**config.mk**
```make
export PLATFORM = sky130hd
export DESIGN_NAME = zdelta_stream
export DESIGN_NICKNAME = d
export VERILOG_FILES = /design/src/rtl/zdelta_stream.sv
export SDC_FILE = /design/constraint.sdc
export NUM_CORES = 1
export LEC_CHECK = 0
export CAP_MARGIN = 15
export CORE_ASPECT_RATIO = 1.25
export CORE_MARGIN = 5
export CORE_UTILIZATION = 55
export DETAILED_ROUTE_END_ITERATION = 7
export PLACE_DENSITY = 0.72
export SYNTH_ARGS = -nofsm -noshare
export SYNTH_HDL_FRONTEND = slang
export SYNTH_SLANG_ARGS = --single-unit
```
**constraint.sdc**
```tcl
create_clock -name clk -period 19.18 [get_ports clk]
set_input_delay 3.836 -clock clk [delete_from_list [all_inputs] [get_ports clk]]
set_output_delay 3.836 -clock clk [all_outputs]
set_load 0.01 [all_outputs]
```
**src/rtl/zdelta_stream.sv**
```systemverilog
// zdelta_stream: streaming per-plane drift corrector with valid/ready on both sides.
// Each accepted beat is corrected by its plane's integrator, which is then updated per mode.
module zdelta_stream #(
  parameter int WIDTH      = 16,
  parameter int PLANES     = 20,
  parameter int ACC_W      = 24,
  parameter int GAIN_SHIFT = 4,
  parameter int IDX_W      = $clog2(PLANES)
) (
  input  logic             clk,
  input  logic             rst,
  input  logic [1:0]       mode,
  input  logic             s_valid,
  output logic             s_ready,
  input  logic [WIDTH-1:0] s_in,
  input  logic [WIDTH-1:0] s_fb,
  input  logic             s_last,
  output logic             m_valid,
  input  logic             m_ready,
  output logic [WIDTH-1:0] m_data,
  output logic [IDX_W-1:0] m_plane,
  output logic             m_last,
  output logic             align_err,
  input  logic             err_clr
);

  localparam logic [1:0]       MODE_RUN    = 2'b00;
  localparam logic [1:0]       MODE_FREEZE = 2'b01;
  localparam logic [1:0]       MODE_BYPASS = 2'b10;
  localparam logic [1:0]       MODE_CLEAR  = 2'b11;
  localparam logic [IDX_W-1:0] LAST_PLANE  = IDX_W'(PLANES - 1);
  localparam int               SUM_W       = ACC_W + 1;

  localparam logic signed [ACC_W-1:0] ACC_MAX = {1'b0, {(ACC_W-1){1'b1}}};
  localparam logic signed [ACC_W-1:0] ACC_MIN = {1'b1, {(ACC_W-1){1'b0}}};

  // Integrators live in flops: the current plane's value is needed combinationally
  // in the accept cycle to keep the one-cycle latency.
  logic signed [ACC_W-1:0] acc_q [PLANES];
  logic [PLANES-1:0]       plane_we;

  logic [IDX_W-1:0] p_q, p_d;
  logic             m_valid_q, m_valid_d;
  logic [WIDTH-1:0] m_data_q, m_data_d;
  logic [IDX_W-1:0] m_plane_q, m_plane_d;
  logic             m_last_q, m_last_d;
  logic             align_err_q, align_err_d;

  logic                    accept;
  logic                    at_last;
  logic                    mismatch;
  logic signed [ACC_W-1:0] acc_cur;
  logic signed [ACC_W-1:0] corr;
  logic signed [WIDTH:0]   e;
  logic signed [SUM_W-1:0] diff;
  logic signed [SUM_W-1:0] sum;
  logic [WIDTH-1:0]        cor_out;
  logic signed [ACC_W-1:0] sat_sum;
  logic signed [ACC_W-1:0] acc_wr_val;
  logic                    acc_we;
  logic [WIDTH-1:0]        beat_data;

  assign s_ready  = !m_valid_q || m_ready;
  assign accept   = s_valid && s_ready;
  assign at_last  = (p_q == LAST_PLANE);
  assign mismatch = (s_last != at_last);

  assign acc_cur = acc_q[p_q];
  assign corr    = acc_cur >>> GAIN_SHIFT;
  assign e       = $signed({1'b0, s_in}) - $signed({1'b0, s_fb});
  assign diff    = $signed({{(SUM_W-WIDTH){1'b0}}, s_in}) - $signed({corr[ACC_W-1], corr});
  assign sum     = $signed({acc_cur[ACC_W-1], acc_cur})
                 + $signed({{(SUM_W-WIDTH-1){e[WIDTH]}}, e});

  // Corrected sample clamped into the unsigned output range.
  always_comb begin
    cor_out = diff[WIDTH-1:0];
    if (diff[SUM_W-1]) begin
      cor_out = '0;
    end else if (|diff[SUM_W-2:WIDTH]) begin
      cor_out = '1;
    end
  end

  // The extra sum bit disagreeing with the ACC_W sign bit means the add overflowed.
  always_comb begin
    sat_sum = sum[ACC_W-1:0];
    if (sum[SUM_W-1] != sum[SUM_W-2]) begin
      sat_sum = sum[SUM_W-1] ? ACC_MIN : ACC_MAX;
    end
  end

  always_comb begin
    acc_we     = 1'b0;
    acc_wr_val = sat_sum;
    beat_data  = cor_out;
    case (mode)
      MODE_RUN: begin
        acc_we = 1'b1;
      end
      MODE_FREEZE: begin
        beat_data = cor_out;
      end
      MODE_BYPASS: begin
        beat_data = s_in;
      end
      MODE_CLEAR: begin
        acc_we     = 1'b1;
        acc_wr_val = '0;
        beat_data  = s_in;
      end
      default: begin
        beat_data = cor_out;
      end
    endcase
  end

  for (genvar gi = 0; gi < PLANES; gi++) begin : g_plane_we
    assign plane_we[gi] = accept && acc_we && (p_q == IDX_W'(gi));
  end

  always_ff @(posedge clk) begin
    for (int i = 0; i < PLANES; i++) begin
      if (rst) begin
        acc_q[i] <= '0;
      end else if (plane_we[i]) begin
        acc_q[i] <= acc_wr_val;
      end
    end
  end

  always_comb begin
    p_d         = p_q;
    m_valid_d   = m_valid_q;
    m_data_d    = m_data_q;
    m_plane_d   = m_plane_q;
    m_last_d    = m_last_q;
    align_err_d = align_err_q;
    if (accept) begin
      m_valid_d = 1'b1;
      m_data_d  = beat_data;
      m_plane_d = p_q;
      m_last_d  = at_last;
      // An early s_last resynchronises the counter to plane 0.
      p_d       = (at_last || s_last) ? '0 : p_q + IDX_W'(1);
    end else if (m_ready) begin
      m_valid_d = 1'b0;
    end
    if (accept && mismatch) begin
      align_err_d = 1'b1;
    end else if (err_clr) begin
      align_err_d = 1'b0;
    end
  end

  always_ff @(posedge clk) begin
    if (rst) begin
      p_q         <= '0;
      m_valid_q   <= 1'b0;
      m_data_q    <= '0;
      m_plane_q   <= '0;
      m_last_q    <= 1'b0;
      align_err_q <= 1'b0;
    end else begin
      p_q         <= p_d;
      m_valid_q   <= m_valid_d;
      m_data_q    <= m_data_d;
      m_plane_q   <= m_plane_d;
      m_last_q    <= m_last_d;
      align_err_q <= align_err_d;
    end
  end

  assign m_valid   = m_valid_q;
  assign m_data    = m_data_q;
  assign m_plane   = m_plane_q;
  assign m_last    = m_last_q;
  assign align_err = align_err_q;

endmodule

```
**Word-level counts from Yosys, hierarchy flattened**

Memory sizes are Yosys's and may differ from the RTL's. A register that Yosys moved wholly into a read port is not among the register bits.
Index checks and enable logic that the tools add are counted.

- Input port bits: 40
- Bits in latches: 0
- Memory bits (read-only): 0
- Output and inout port bits: 25
- Memories: 1
- Bits in writable memories: 480
- Register bits after elaboration: 29

- Add/sub/neg operators: 4
- Muxes and demuxes: 96
- Shift-type cells: 0
- Multipliers: 0
- $lt $le $gt $ge: 0
- Bitwise gates (word level): 20
- Equality and inequality tests: 23
- Reductions and logical operators: 33
- Div/mod/pow operators: 0

Memory list:

| memory | words | bits a word | read ports | clocked after memory_dff | wr ports | RTL line | RTL |
|---|---|---|---|---|---|---|---|
| acc_q | 20 | 24 | 1 | 1 | 20 | 39 | `logic signed [ACC_W-1:0] acc_q [PLANES];` |

Operator list:

| cell | number |
|---|---|
| $mux 24 | 23 |
| $mux 1 | 67 |
| $mux 16 | 3 |
| $eq 5x4->1 const B | 8 |
| $add 24x17->25 | 1 |
| $logic_and 1x1->1 | 23 |
| $sub 17x20->21 | 1 |
| $eq 5x3->1 const B | 4 |
| $eq 5x5->1 const B | 4 |
| $or 1x1->1 | 20 |
| $sub 16x16->17 | 1 |
| $mux 5 | 3 |
| $eq 5x2->1 const B | 2 |
| $reduce_or 8->1 | 1 |
| $add 5x1->5 const B | 1 |
| $eq 5x1->1 const B | 1 |
| $logic_not 5->1 | 1 |
| $eq 2x2->1 const B | 2 |
| $reduce_bool 2->1 | 2 |
| $reduce_or 2->1 | 2 |
| $logic_not 2->1 | 1 |
| $logic_or 1x1->1 | 2 |
| $ne 1x1->1 | 2 |
| $logic_not 1->1 | 1 |

**Longest topological paths before layout**

Gate-level depths: netlist of the first run.

- Word-level depth: 9
- Gate-level depth with buffers: 25

**Worst setup path before layout of the first run**

Ideal clock, no wire load.

- Path type: input -> register
- From: input s_in[0]
- To: memory acc_q[10][7] (data pin)
- Setup slack: 10.450 ns
- Path buffers: 3
- Required time: 18.915 ns
- Data arrival time: 8.465 ns
- Setup time: 0.265 ns
- Cell stages on the path: 25
- Path through: inv_1 -> ha_1 -> fa_1 -> nor2b_1 -> o21ai_0 -> nand2b_1 -> a21o_1 -> a31o_2 -> a41o_1 -> o41a_1 -> a31oi_1 -> o21a_1 -> ha_1 -> and4_1 -> buf_2 -> and2_1 -> a221o_1 -> nor3_1 -> a21oi_2 -> nand4_1 -> a32oi_2 -> buf_2 -> a2bb2oi_1 -> buf_2 -> nor2_1

RTL lines:

| element | RTL line | RTL |
|---|---|---|
| start: declaration | 15 | `input logic [WIDTH-1:0] s_in,` |
| end: declaration | 39 |  |

==> flow_metrics.tcl, run 1 <==
set metrics [dict create \
    status "finished clean" \
    worst_slew_pin_slew_ps 1180 \
    fin_nets 2096 \
    yosys_warnings 0 \
    crit_slowest_cell "nand3_1" \
    synth_top_family_by_area "multiplexers" \
    cts_tree "yes" \
    cts_hold_buf 0 \
    coreArea_mm2 0.0453 \
    seq_area_frac_synth 0.597 \
    dp_hpwl_mm 41.4 \
    first_global_vias 16900 \
    fin_tns_setup_ps 0 \
    cpLargestDelayFamily "compound AO/OA/AOI/OAI gates" \
    grt_max_degree 122 \
    route.final.wire_length_mm 65.1 \
    synthArstFlopShare 0 \
    crit_arrival_ps 10140 \
    h-tree-depth 2 \
    cts_setup_buffers 0 \
    synth-adder-area-share 0.0346 \
    ys.flop_type "edfxtp_1" \
    total_power_w 0.00283 \
    fin_crit_ps 9760 \
    ys_types 75 \
    antenna_cells 0 \
    synthToLayoutAreaGrowth_pct 11.2 \
    globalRouteTotalUtil 0.258 \
    rsz0062_at_grt "false" \
    die-width_um 202 \
    crit_type "in2reg" \
    cts_resized 0 \
    synthCells 1962 \
    start_util 0.558 \
    dieArea_mm2 0.0504 \
    synth_edf_count 480 \
    cts.reportedPaths.clkPinSlew_ps 60 \
    drtAntennaViolNets 0 \
    setup_violations 0 \
    drt_pre_antenna_iters 5 \
    final_common_cell "nor2_1" \
    worstPathCellList "clkdlybuf4s50_1 -> ha_1 -> nor2b_1 -> o21ai_0 -> nand2b_1 -> a21o_1 -> a31o_2 -> a41o_1 -> o41a_1 -> a31oi_1 -> o21a_1 -> ha_1 -> and4_1 -> a2111oi_0 -> o311ai_1 -> a32oi_1 -> mux2i_1 -> buf_4 -> nand3_1 -> nor2_1" \
    pre_cts_ws_ps 8810 \
    cts_max_path_buffers 3 \
    irDropWorstVdd_mv 0.0642 \
    wl_per_cell_um 25.1 \
    synth_compound_area_frac 0.0629 \
    fmax_mhz 102 \
    antenna_found_initial 0 \
    gp_congestion 0.901 \
    grt_remaining_overflow 0 \
    worstPathMaxFanout 23 \
    cp-end-kind "register" \
    ys_ff_latch 514 \
    vias 16400 \
    io_buffer_count 64 \
    path_buf_inv 2 \
    slowest_delay_ps 830 \
    fin_crit_sh 0.509 \
    power.density_mw_per_mm2 101 \
    setup_slack_ps 9420 \
    synthMuxAreaShare 0.136 \
    place_area_mm2 0.0265 \
    skew_ps 22.4 \
    remaining_drc_errors 0 \
    design_area_mm2 0.0281 \
    grt_pass1_wl_mm 99.9 \
    synthesis.nets 2070 \
    root_buffer "clkbuf_16" \
    boundaryPins 65 \
    cts_sinks 514 \
    finalMaxSlewViolations 0 \
    viasPerCell 6.31 \
    drive_gt1_frac 0.157 \
    num_rows 87 \
    cts_buffers 48 \
    syn_area_per_cell_um2 12.9 \
    die_h_um 250 \
    crit_path_start_kind "input port" \
    worst_slew_margin_rel 0.210 \
    max-cap-violations 0 \
    cpMostUsedCell "ha_1" \
    synthXorXnorAreaFrac 0.0139 \
    syn_area_mm2 0.0253 \
    synthSimpleGateAreaFrac 0.121 \
    clk_latency_ps 580 \
    p_leak_nw 10.7 \
    hold_class "reg2reg" \
    critPathRequiredTime_ps 19560 \
    layout_common_cells "nor2_1, edfxtp_1, mux4_2, a21oi_1, nand2_1" \
    hold_viol 0 \
    drtIter0Drc 1927 \
]
==> worst paths after layout <==
| path | from | to | slack [ps] | depth (start not counted) |
|---|---|---|---|---|
| min reg2reg | m_plane[0] | m_plane[0] | 450 | 2 |
| max reg2reg | register | m_data[10] | 12140 | 15 |
| min | m_plane[0] | m_plane[0] | 450 | 2 |
| max | s_in[2] | acc_q[18][5] | 9420 | 20 |
==> per-stage QoR <==
stage	util	instances	hold WS [ps]
after floorplan	-	1962	471
after global placement	0.585	2512	446
after detailed placement	0.586	2515	449
after CTS	0.620	2599	457
after global routing	0.621	2600	474
final	0.621	2600	453
==> cell families after synthesis <==
logic type               after synthesis
AO/OA/AOI/OAI                        231
XOR/XNOR                              40
adder cells (fa/ha/maj)               68
buffers and inverters                205
flip-flops                           514
multiplexers                         169
AND/OR/NAND/NOR                      735
==> layer usage <==
metal / vias up / track usage / share of wire / wire length (µm)
li1: 7253 / - / - / -
met1: 8182 / 0.323 / 0.36 / 23200
met2: 840 / 0.465 / 0.52 / 33900
met3: 119 / 0.0475 / 0.097 / 6310
met4: 0 / 0.0682 / 0.025 / 1630
met5: - / 0 / 0 / 0
==> synth_stat cells, types with 23 or more instances <==
cell type	n	area (µm²)
xnor2_1	30	263
inv_1	55	206
edfxtp_1	480	14400
ha_1	65	813
nand3_1	28	140
a21oi_1	71	355
clkbuf_1	59	221
dfxtp_1	34	681
mux2i_1	23	230
buf_1	23	86.3
nand2_1	67	251
o21ai_0	25	125
mux4_2	139	3130
buf_2	62	310
nor2_1	535	2010
==> state kept, by name, indices dropped and copies added (netlist names), named ones only <==
register / count
acc_q: 480
align_err: 1
m_data: 16
m_last: 1
m_plane: 5
m_valid: 1
p_q: 5
==> final cells by class <==
type,instances,area [µm²]
fill,3359,17200
sequential,514,15100
multi-input combinational,1243,9370
clock buffer,58,1260
timing repair buffer,125,1160
tap,578,723
clock inverter,26,272
inverter,56,210
==> worst min-delay path, cell delays in order (launching register included) <==
cell and delay (ps):
dfxtp_1 310, nand2_1 50, a21oi_1 50
==> where the power goes <==
group / internal, W / leakage, nW / switching, W
sequential: 0.00127 / 5.24 / 0.0000146
combinational: 0.000197 / 4.71 / 0.000410
clock: 0.000536 / 0.745 / 0.000407
total: 0.00200 / 10.7 / 0.000832
Power figures use the tool's default switching activity.
==> run 2, diff against run 1 <==
Clock period 19.18 ns to 10 ns, I/O delays scaled along.
==> run 2 against run 1 <==
  * Combinational power increased by 92%
  * Final cell count rose by 0.73%
  * Sequential power is 91% higher
  * Die area stayed put
  * Global-route usage up 0.12 points
  * Power grew 95%
  * Register-to-register slack got worse by 8800 ps
  * Critical path depth is the same
  * Non-clock buffer count is 16 higher
  * Largest power group unchanged
==> flow_metrics.tcl, run 2 (synthesis results as in run 1) <==
set metrics [dict create \
    largest_register_ffs 480 \
    dieArea_mm2 0.0504 \
    largest-register "acc_q" \
    coreArea_mm2 0.0453 \
    instances_no_fill 2619 \
    synthToLayoutAreaGrowth_pct 11.7 \
    cts_max_path_buffers 3 \
    final_core_utilization 0.623 \
    fin_nets 2113 \
    power.density_mw_per_mm2 195 \
    cts_tree "yes" \
    die_h_um 250 \
    antenna_found_initial 0 \
    drtAntennaViolNets 0 \
    layout_common_cells "nor2_1, edfxtp_1, mux4_2, buf_4, a21oi_1" \
    drive_gt1_frac 0.161 \
    cts_sinks 514 \
    hp-start "m_plane[1]" \
    finalMaxSlewViolations 0 \
    setup_violations 0 \
    grt_pass1_wl_mm 100 \
    start_util 0.558 \
    first_global_vias 17000 \
    dp_cells 2532 \
    max-cap-violations 0 \
    fmax_mhz 126 \
    hold_viol 0 \
    num_rows 87 \
    final_common_cell "nor2_1" \
    cts_hold_buf 0 \
    drtIter0Drc 1950 \
    rsz0062_at_grt "false" \
    clk_latency_ps 580 \
    critPathRequiredTime_ps 10390 \
    die-width_um 202 \
    r2r_setup_slack_ps 3310 \
    grt_remaining_overflow 0 \
    fin_crit_sh 0.795 \
    startpoint "s_in[2]" \
    cts_buffers 49 \
    grt_max_degree 60 \
    antenna_cells 0 \
    cts.reportedPaths.clkPinSlew_ps 60 \
    worst_slew_margin_rel 0.253 \
    total_power_w 0.00552 \
    globalRouteTotalUtil 0.260 \
    cts_setup_buffers 0 \
    fin_tns_setup_ps 0 \
    crit_path_start_kind "input port" \
    skew_ps 24.3 \
    drt_pre_antenna_iters 6 \
    io_buffer_count 64 \
    wl_per_cell_um 25.0 \
    worst_slew_pin_slew_ps 1120 \
    boundaryPins 65 \
    p_leak_nw 10.8 \
    crit_arrival_ps 8340 \
    cts_resized 0 \
    dp_hpwl_mm 40.4 \
    status "finished clean" \
    root_buffer "clkbuf_16" \
    route.final.wire_length_mm 65.6 \
    worstPathMaxFanout 23 \
    remaining_drc_errors 0 \
    vias 16800 \
    h-tree-depth 2 \
    viasPerCell 6.42 \
    hold_class "reg2reg" \
    crit_type "in2reg" \
    fin_crit_ps 7950 \
    gp_congestion 0.935 \
    cp-end-kind "register" \
    irDropWorstVdd_mv 0.117 \
]
## run 2: routing by layer
metal  GRT usage  share of wire  wire length, µm
met5           0              0                0
met4      0.0909          0.037             2420
met3      0.0538          0.096             6330
met2       0.456           0.51            33500
met1       0.321           0.36            23400
## run 2: cell type report
class | instances | area (µm²)
Inverter | 56 | 210
Fill cell | 3361 | 17100
Clock inverter | 30 | 339
Timing Repair Buffer | 141 | 1230
Multi-Input combinational cell | 1243 | 9340
Tap cell | 578 | 723
Sequential cell | 514 | 15100
Clock buffer | 57 | 1280
## run 2: through the flow
| step | hold slack (ps) | setup WS (ps) | area, µm² |
|---|---|---|---|
| 5_1_grt | 483 | 1570 | 28200 |
| 6_report | 454 | 2050 | 28200 |
| 4_1_cts | 457 | 2090 | 28200 |
| 2_1_floorplan | 471 | 3110 | 25300 |
| 3_5_place_dp | 449 | 1520 | 26600 |
| 3_3_place_gp | 443 | 1670 | 26600 |
## run 2: critical path, cell delays in order
cell and delay [ps]:
clkdlybuf4s50_1 490, ha_1 370, nor2b_1 140, o21ai_0 140, nand2b_1 110, a21o_1 200
a31o_2 250, a41o_1 270, o41a_1 350, a31oi_1 270, o21a_1 360, ha_1 350
and4_1 290, a2111oi_0 380, o311ai_1 250, a32oi_1 420, mux2i_1 250, buf_4 250
nand3_1 800, nor2_1 360
## run 2: worst paths after layout
kind / endpoint / cells after the start
min reg2reg: m_plane[1] / 2
min: m_plane[1] / 2
max: acc_q[18][8] / 20
max reg2reg: acc_q[18][8] / 16
## run 2: report_power, final
part           internal (W)  switching, W  leakage, nW
Sequential          0.00243     0.0000267         5.24
Combinational      0.000381      0.000785         4.76
Clock               0.00110      0.000803        0.794
Total               0.00390       0.00161         10.8
==> run 3, diff against run 2 <==
Clock period 10 ns to 8.2 ns, I/O delays scaled along.
==> run 3 against run 2 <==
  * Combinational power increased by 21%
  * Routed wire length rose by 1.0%
  * Clock power is 18% higher
  * Critical endpoint is now acc_q[14][2]
==> flow_metrics.tcl, run 3 (synthesis results as in run 1) <==
set metrics [dict create \
    grt_use_met3 0.0452 \
    p_leak_nw 10.9 \
    worstPathMaxFanout 23 \
    cts_resized 0 \
    fin_nets 2114 \
    vias 16600 \
    h-tree-depth 2 \
    crit_slowest_cell "a2111oi_0" \
    critPathRequiredTime_ps 8520 \
    grt_max_degree 58 \
    max-cap-violations 0 \
    seqCellArea_mm2 0.0151 \
    route.final.wire_length_mm 66.3 \
    rsz0062_at_grt "false" \
    setup_slack_ps 659 \
    cpLargestDelayFamily "compound AO/OA/AOI/OAI gates" \
    crit_path_start_kind "input port" \
    total_power_w 0.00666 \
    num_rows 87 \
    io_buffer_count 64 \
    fin_tns_setup_ps 0 \
    use_met2 0.464 \
    root_buffer "clkbuf_16" \
    cts_buffers 47 \
    clk_latency_ps 580 \
    die_h_um 250 \
    antenna_found_initial 0 \
    globalRouteTotalUtil 0.262 \
    multiInputGateArea_mm2 0.00935 \
    setup_violations 0 \
    boundaryPins 65 \
    r2r_setup_slack_ps 1540 \
    pre_cts_ws_ps 288 \
    worstPathCellList "clkdlybuf4s50_1 -> ha_1 -> nor2b_1 -> o21ai_0 -> nand2b_1 -> a21o_1 -> a31o_2 -> a41o_1 -> o41a_1 -> a31oi_1 -> o21a_1 -> ha_1 -> a21oi_1 -> o21ai_0 -> a2111oi_0 -> o311ai_1 -> a32oi_1 -> a32oi_2 -> buf_4 -> a21oi_1 -> buf_4 -> nor2_1" \
    antenna_cells 0 \
    instances_no_fill 2623 \
    drive_gt1_frac 0.163 \
    grtUsageMet1 0.337 \
    largest-register "acc_q" \
    crit_arrival_ps 7860 \
    start_util 0.558 \
    finalMaxSlewViolations 0 \
    fin_crit_sh 0.920 \
    skew_ps 28.8 \
    top_usage_layer "met2" \
    cts_hold_buf 0 \
    worst_slew_margin_rel 0.345 \
    gp_congestion 0.903 \
    path_buf_inv 3 \
    viasPerCell 6.35 \
    cp-end-kind "register" \
    grt_pass1_wl_mm 101 \
    fill_cells 3312 \
    hold_class "reg2reg" \
    dieArea_mm2 0.0504 \
    crit_type "in2reg" \
    wl_per_cell_um 25.3 \
    remaining_drc_errors 0 \
    slowest_delay_ps 560 \
    drtAntennaViolNets 0 \
    status "finished clean" \
    power.density_mw_per_mm2 235 \
    dp_cells 2534 \
    fmax_mhz 133 \
    first_global_vias 16800 \
    dp_hpwl_mm 41.4 \
    largest_register_ffs 480 \
    fin_crit_ps 7540 \
    cts_max_path_buffers 3 \
    irDropWorstVdd_mv 0.157 \
    cts_sinks 514 \
    hold_viol 0 \
    layout_common_cells "nor2_1, edfxtp_1, mux4_2, a21oi_1, nand2_1" \
    final_core_utilization 0.627 \
    grt_remaining_overflow 0 \
    drt_pre_antenna_iters 5 \
    cts_tree "yes" \
    die-width_um 202 \
    synthToLayoutAreaGrowth_pct 12.3 \
    cts.reportedPaths.clkPinSlew_ps 60 \
    coreArea_mm2 0.0453 \
    worst_slew_pin_slew_ps 983 \
    drtIter0Drc 1954 \
    final_common_cell "nor2_1" \
    cts_setup_buffers 0 \
]
[run 3: cell types whose count changed in the layout (fill, tap and decap cells not counted), moves of 2 or more]
cell / before / now
clkinv_2: 8 / 10
a21o_2: 0 / 3
buf_12: 1 / 15
clkbuf_16: 50 / 48
clkinv_4: 3 / 1
a21o_1: 19 / 16
buf_4: 76 / 64
clkinvlp_4: 0 / 3
[run 3: path summary, 6_finish.rpt]
kind | start | end | depth (start not counted)
setup / recovery | s_in[2] | acc_q[14][2] | 22
hold / removal | m_plane[0] | m_plane[0] | 2
setup reg to reg | register | acc_q[14][2] | 16
hold reg to reg | m_plane[0] | m_plane[0] | 2
[run 3: where the power goes]
| part | total (W) | switching [W] | internal, W |
|---|---|---|---|
| logic | 0.00142 | 0.000949 | 0.000473 |
| clock network | 0.00224 | 0.000968 | 0.00127 |
| registers | 0.00300 | 0.0000379 | 0.00296 |
[run 3: layout make-up]
class | count | area share
inverter | 56 | 0.00741
clock inverter | 33 | 0.0124
tap | 578 | 0.0255
timing repair buffer | 144 | 0.0501
sequential | 514 | 0.532
clock buffer | 55 | 0.0432
multi-input combinational | 1243 | 0.329
[run 3: metrics by stage]
stage               area, µm²  hold slack (ps)
floorplan               25300              471
global placement        26800              443
global route            28400              470
CTS                     28400              460
detailed placement      26800              451
finish                  28400              459
[run 3: metal layers]
layer | part of all wire | wire length [µm] | vias to the layer above
met3 | 0.095 | 6300 | 134
met1 | 0.36 | 23800 | 8316
li1 | - | - | 7280
met5 | 0 | 0 | -
met4 | 0.030 | 1970 | 0
met2 | 0.52 | 34200 | 919
[run 3: worst register-to-register path, stage by stage (launching register included)]
cell,delay (ps)
dfxtp_4,880
buf_4,670
mux4_2,650
mux4_2,540
mux2i_1,300
inv_1,90
ha_1,380
a21oi_1,170
o21ai_1,120
a2111oi_0,640
o311ai_1,420
a32oi_1,490
a32oi_2,160
buf_4,240
a21oi_1,310
buf_4,270
nor2_1,80
